--- src/rtl/dma_job_scheduler.sv ---
// rtl/dma_job_scheduler.sv - descriptor FIFO feeding a single-job read/write DMA launcher
// One job in flight: pop, pulse both DMA starts, wait for both dones (or watchdog), report.
module dma_job_scheduler #(
   parameter int FIFO_DEPTH     = 4,
   parameter int TIMEOUT_CYCLES = 65535
) (
   input  logic        clk,
   input  logic        rst_n,
   input  logic        cmd_valid,
   output logic        cmd_ready,
   input  logic [31:0] cmd_src,
   input  logic [31:0] cmd_dst,
   input  logic [31:0] cmd_len,
   input  logic [3:0]  cmd_id,
   output logic        rd_start,
   output logic [31:0] rd_base,
   output logic [31:0] rd_length,
   input  logic        rd_done,
   output logic        wr_start,
   output logic [31:0] wr_base,
   output logic [31:0] wr_length,
   input  logic        wr_done,
   output logic        cpl_valid,
   input  logic        cpl_ready,
   output logic [3:0]  cpl_id,
   output logic        cpl_err,
   output logic        busy,
   output logic [15:0] jobs_done
);
   localparam int          AW      = $clog2(FIFO_DEPTH);
   localparam logic [31:0] TO_LAST = 32'(TIMEOUT_CYCLES - 1);
   localparam bit          WDOG_EN = (TIMEOUT_CYCLES != 0);

   typedef enum logic [1:0] {S_IDLE, S_LAUNCH, S_WAIT, S_CPL} state_t;

   state_t      state;
   logic [31:0] q_src [FIFO_DEPTH];
   logic [31:0] q_dst [FIFO_DEPTH];
   logic [31:0] q_len [FIFO_DEPTH];
   logic [3:0]  q_id  [FIFO_DEPTH];
   logic [AW-1:0] wr_ptr, rd_ptr;
   logic [AW:0]   count;
   logic [31:0] job_src, job_dst, job_len, timer;
   logic [3:0]  job_id;
   logic        rd_seen, wr_seen;
   logic        full, empty, push, pop, rd_hit, wr_hit;

   assign full      = (count == (AW+1)'(FIFO_DEPTH));
   assign empty     = (count == '0);
   assign cmd_ready = !full;
   assign push      = cmd_valid && !full;
   assign pop       = (state == S_IDLE) && !empty;
   assign busy      = (state != S_IDLE) || !empty;
   assign rd_hit    = rd_seen || rd_done;
   assign wr_hit    = wr_seen || wr_done;

   assign rd_base   = job_src;
   assign rd_length = job_len;
   assign wr_base   = job_dst;
   assign wr_length = job_len;

   // Descriptor storage carries no reset; emptiness lives in the pointers and count.
   always_ff @(posedge clk) begin
      if (push) begin
         q_src[wr_ptr] <= cmd_src;
         q_dst[wr_ptr] <= cmd_dst;
         q_len[wr_ptr] <= cmd_len;
         q_id[wr_ptr]  <= cmd_id;
      end
   end

   always_ff @(posedge clk or negedge rst_n) begin
      if (!rst_n) begin
         wr_ptr <= '0;
         rd_ptr <= '0;
         count  <= '0;
      end else begin
         if (push) wr_ptr <= wr_ptr + AW'(1);
         if (pop)  rd_ptr <= rd_ptr + AW'(1);
         if (push && !pop)      count <= count + (AW+1)'(1);
         else if (!push && pop) count <= count - (AW+1)'(1);
      end
   end

   always_ff @(posedge clk or negedge rst_n) begin
      if (!rst_n) begin
         state     <= S_IDLE;
         job_src   <= '0;
         job_dst   <= '0;
         job_len   <= '0;
         job_id    <= '0;
         timer     <= '0;
         rd_seen   <= 1'b0;
         wr_seen   <= 1'b0;
         rd_start  <= 1'b0;
         wr_start  <= 1'b0;
         cpl_valid <= 1'b0;
         cpl_id    <= '0;
         cpl_err   <= 1'b0;
         jobs_done <= '0;
      end else begin
         case (state)
            S_IDLE: begin
               if (!empty) begin
                  job_src <= q_src[rd_ptr];
                  job_dst <= q_dst[rd_ptr];
                  job_len <= q_len[rd_ptr];
                  job_id  <= q_id[rd_ptr];
                  if (q_len[rd_ptr] == '0) begin
                     state     <= S_CPL;
                     cpl_valid <= 1'b1;
                     cpl_id    <= q_id[rd_ptr];
                     cpl_err   <= 1'b1;
                  end else begin
                     state    <= S_LAUNCH;
                     rd_start <= 1'b1;
                     wr_start <= 1'b1;
                  end
               end
            end
            S_LAUNCH: begin
               rd_start <= 1'b0;
               wr_start <= 1'b0;
               timer    <= '0;
               rd_seen  <= 1'b0;
               wr_seen  <= 1'b0;
               state    <= S_WAIT;
            end
            S_WAIT: begin
               // Completion is tested first so it beats a watchdog expiry in the same cycle.
               if (rd_hit && wr_hit) begin
                  state     <= S_CPL;
                  cpl_valid <= 1'b1;
                  cpl_id    <= job_id;
                  cpl_err   <= 1'b0;
               end else if (WDOG_EN && timer == TO_LAST) begin
                  state     <= S_CPL;
                  cpl_valid <= 1'b1;
                  cpl_id    <= job_id;
                  cpl_err   <= 1'b1;
               end else begin
                  timer   <= timer + 32'd1;
                  rd_seen <= rd_hit;
                  wr_seen <= wr_hit;
               end
            end
            S_CPL: begin
               if (cpl_ready) begin
                  state     <= S_IDLE;
                  cpl_valid <= 1'b0;
                  rd_seen   <= 1'b0;
                  wr_seen   <= 1'b0;
                  jobs_done <= jobs_done + 16'd1;
               end
            end
            default: state <= S_IDLE;
         endcase
      end
   end
endmodule

--- config.mk ---
export PLATFORM = sky130hd
export DESIGN_NAME = dma_job_scheduler
export DESIGN_NICKNAME = d
export VERILOG_FILES = /design/src/rtl/dma_job_scheduler.sv
export SDC_FILE = /design/constraint.sdc
export NUM_CORES = 1
export LEC_CHECK = 0
export ABC_CLOCK_PERIOD_IN_PS = 3500
export CAP_MARGIN = 20
export CORE_ASPECT_RATIO = 0.75
export CORE_UTILIZATION = 52
export CTS_BUF_LIST = sky130_fd_sc_hd__clkbuf_8
export DETAILED_ROUTE_END_ITERATION = 16
export PLACE_DENSITY = 0.79
export SLEW_MARGIN = 30
export SYNTH_ARGS = -nofsm -noshare
export SYNTH_HDL_FRONTEND = slang
export SYNTH_SLANG_ARGS = --single-unit
--- constraint.sdc ---
create_clock -name clk -period 3.5 [get_ports clk]
set_input_delay 0.525 -clock clk [delete_from_list [all_inputs] [get_ports clk]]
set_output_delay 0.525 -clock clk [all_outputs]
set_load 0.02 [all_outputs]
==> results.sh <==
export IMPL_grt_overflow_total=0
export IMPL_dp_cells=2123
export IMPL_hold_class="in -> async"
export IMPL_postPlaceCellArea_sq_um=25200
export IMPL_path_clk_slew_ps=60
export IMPL_yosysWarnings=0
export IMPL_final_nets=1769
export IMPL_io_pins=260
export IMPL_r2r_cells=7
export IMPL_post_cts_setup_buffer_count=0
export IMPL_critPathTopFamily="simple AND/OR/NAND/NOR gates"
export IMPL_syn_to_final_growth_pct=21.9
export IMPL_crit_path_max_fanout=26
export IMPL_synth_edf_count=400
export IMPL_crit_required_ps=3980
export IMPL_antenna_found_initial=5
export IMPL_synth_area_leaders="edfxtp_1 (55%), dfrtp_1 (19%), mux4_2 (10%)"
export IMPL_ys_seq_elements=566
export IMPL_h_tree_depth=3
export IMPL_worst_slack_ps=411
export IMPL_drtIter0Drc=1039
export IMPL_timing_critical_path_buf_inv=1
export IMPL_globalRouteTotalUtil_pct=22.3
export IMPL_cts_buffers=83
export IMPL_critPathSlowestCell="dfrtp_4"
export IMPL_hold_viol=0
export IMPL_viasPerCell=5.49
export IMPL_first_pass_iters=5
export IMPL_synth_top_area_share_pct=54.5
export IMPL_cts_tree="built"
export IMPL_grt_pass1_wl_mm=73.1
export IMPL_crit_path_start_kind="flop"
export IMPL_slew_headroom_pct=37.2
export IMPL_synth_cell_types=55
export IMPL_path_class="reg -> reg"
export IMPL_maxCapViolCount=0
export IMPL_worstSkewPairLatency_ps=630
export IMPL_placement_io_buffers=259
export IMPL_period_share_pct=88.3
export IMPL_tightest_slew_ps=942
export IMPL_ir_worst_vdd_mv=0.562
export IMPL_ys_seq_area_share_pct=73.4
export IMPL_cp_arrival_ps=3570
export IMPL_route_detailed_drc=0
export IMPL_synthesis_area_sq_um=22000
export IMPL_rows=64
export IMPL_grt_pass1_vias=12900
export IMPL_final_cells=2281
export IMPL_period_minus_slack_ps=3090
export IMPL_synth_avg_cell_area_sq_um=16.2
export IMPL_drive_gt1_share_pct=15.2
export IMPL_pre_cts_slack_ps=402
export IMPL_setup_viol=0
export IMPL_vias=12500
export IMPL_fin_skew_ps=25.9
export IMPL_ant_nets=0
export IMPL_seqCellArea_sq_um=16200
export IMPL_die_area_sq_um=43200
export IMPL_multi_input_area_sq_um=5360
export IMPL_status="complete, no violations"
export IMPL_yosysTopAreaCell="edfxtp_1"
export IMPL_whs_ps=459
export IMPL_crit_chain="buf_12, mux4_2, nor4_1, nand4_1, nor3_4, a2bb2oi_2, o221ai_1"
export IMPL_slowest_delay_ps=570
export IMPL_netlist_instances=1363
export IMPL_finalWirelength_mm=46.8
export IMPL_hpwlAfterDp_mm=28.8
export IMPL_die_h_um=180
export IMPL_post_cts_resized=0
export IMPL_timing_setup_tns_ps=0
export IMPL_rr_startpoint="rd_ptr[0]"
export IMPL_fillers=2822
export IMPL_hold_buffers=1
export IMPL_start_util_pct=53.4
export IMPL_cts_sinks=566
export IMPL_report_power_total_mw=23.1
export IMPL_reg2reg_to="cpl_id[0]"
export IMPL_die_w_um=240
export IMPL_total_leakage_power_nw=10.1
export IMPL_syn_nets=1484
export IMPL_drv_slew=0
export IMPL_fp_coreArea_sq_um=41200
export IMPL_post_route_util_pct=65.1
export IMPL_pwr_density_cell_nw_per_um2=861
export IMPL_place_congestion=0.811
export IMPL_rrSetupSlack_ps=410
export IMPL_final_cell_area_sq_um=26900
export IMPL_max_freq_mhz=324
export IMPL_yosysMostFrequentCell="edfxtp_1"
export IMPL_clockBufferDepth=3
export IMPL_synth_main_ff_cell="edfxtp_1"
export IMPL_async_flop_share_pct=29.3
export IMPL_cts_root_buffer="clkbuf_8"
export IMPL_grt_max_degree=103
export IMPL_rsz0062_at_grt="no"
export IMPL_synth_common_cells="edfxtp_1 (400), nand2_1 (337), dfrtp_1 (166)"
export IMPL_end_kind="flop"
export IMPL_avgRoutedWirePerCell_um=20.5
where the power goes:
group / internal (mW) / switching [mW] / total [mW]
Combinational: 3.58 / 4.67 / 8.25
Clock: 2.66 / 2.46 / 5.12
Sequential: 8.96 / 0.808 / 9.76
worst register-to-register path: stages (launching register included):
cell       delay (ps)
dfrtp_4           570
buf_12            270
mux4_2            580
nor4_1            430
nand4_1           300
nor3_4            400
a2bb2oi_2         250
o221ai_1          150
cells in the final DEF (no fill, tap or decap), types with 5 or more instances in the layout:
cell / netlist / layout
inv_1: 17 / 50
a31oi_1: 7 / 7
edfxtp_1: 400 / 400
xor2_1: 6 / 6
buf_12: 0 / 9
clkbuf_8: 0 / 96
buf_4: 35 / 19
nor4_1: 12 / 12
clkinv_1: 1 / 9
nand2_1: 337 / 337
a21oi_1: 14 / 14
clkinv_2: 0 / 8
a211oi_1: 5 / 5
dfrtp_1: 166 / 164
mux4_2: 100 / 100
nand4_1: 10 / 10
o21ai_0: 7 / 7
clkdlybuf4s50_1: 0 / 258
xnor2_1: 32 / 32
a2111oi_0: 5 / 5
nor2_1: 41 / 40
o2111ai_1: 5 / 5
and3_1: 14 / 10
ha_1: 14 / 14
nand3_1: 21 / 21
logic make-up after synthesis:
family / share of synthesized area (%)
flip-flops: 73.4
XOR/XNOR: 1.51
buffers and inverters: 2.47
AO/OA/AOI/OAI: 2.42
adder cells (fa/ha/maj): 0.886
AND/OR/NAND/NOR: 8.85
multiplexers: 10.5
layout make-up:
class | instances | area share (%)
multi-input combinational | 691 | 19.9
timing repair buffer | 288 | 10.9
sequential | 566 | 60.2
clock buffer | 96 | 4.92
antenna | 4 | 0.0373
clock inverter | 57 | 1.11
tap | 561 | 2.61
inverter | 18 | 0.261
layer usage:
metal | GRT usage, % | vias to the layer above | part of all wire [%]
li1 | - | 5628 | -
met1 | 31.1 | 6396 | 43
met2 | 34.9 | 435 | 48
met3 | 5.48 | 73 | 7.2
met4 | 6.82 | 2 | 1.9
met5 | 0 | - | 0.028
sequential cells by signal, indices dropped and copies added, names as in the netlist, 2 cells and up:
signal and cells:
wr_base 32, wr_ptr 2, cpl_id 4, q_id 16, jobs_done 16, timer 32, rd_ptr 2, state 2
q_dst 128, count 3, q_src 128, q_len 128, rd_length 32, job_id 4, rd_base 32
worst max path at each step:
stage | from | endpoint | slack [ps] | cells past startpoint
6_report | rd_ptr[0] | cpl_id[0] | 410 | 7
5_1_grt | rd_ptr[0] | cpl_id[2] | 190 | 7
4_1_cts | rd_ptr[0] | cpl_id[0] | 410 | 7
3_5_place_dp | rd_ptr[0] | cpl_id[0] | 400 | 7
3_3_place_gp | rd_ptr[0] | cpl_id[2] | 570 | 7
2_1_floorplan | state[0] | count[1] | 980 | 10
Note: power is estimated with default switching activity, not from simulation.
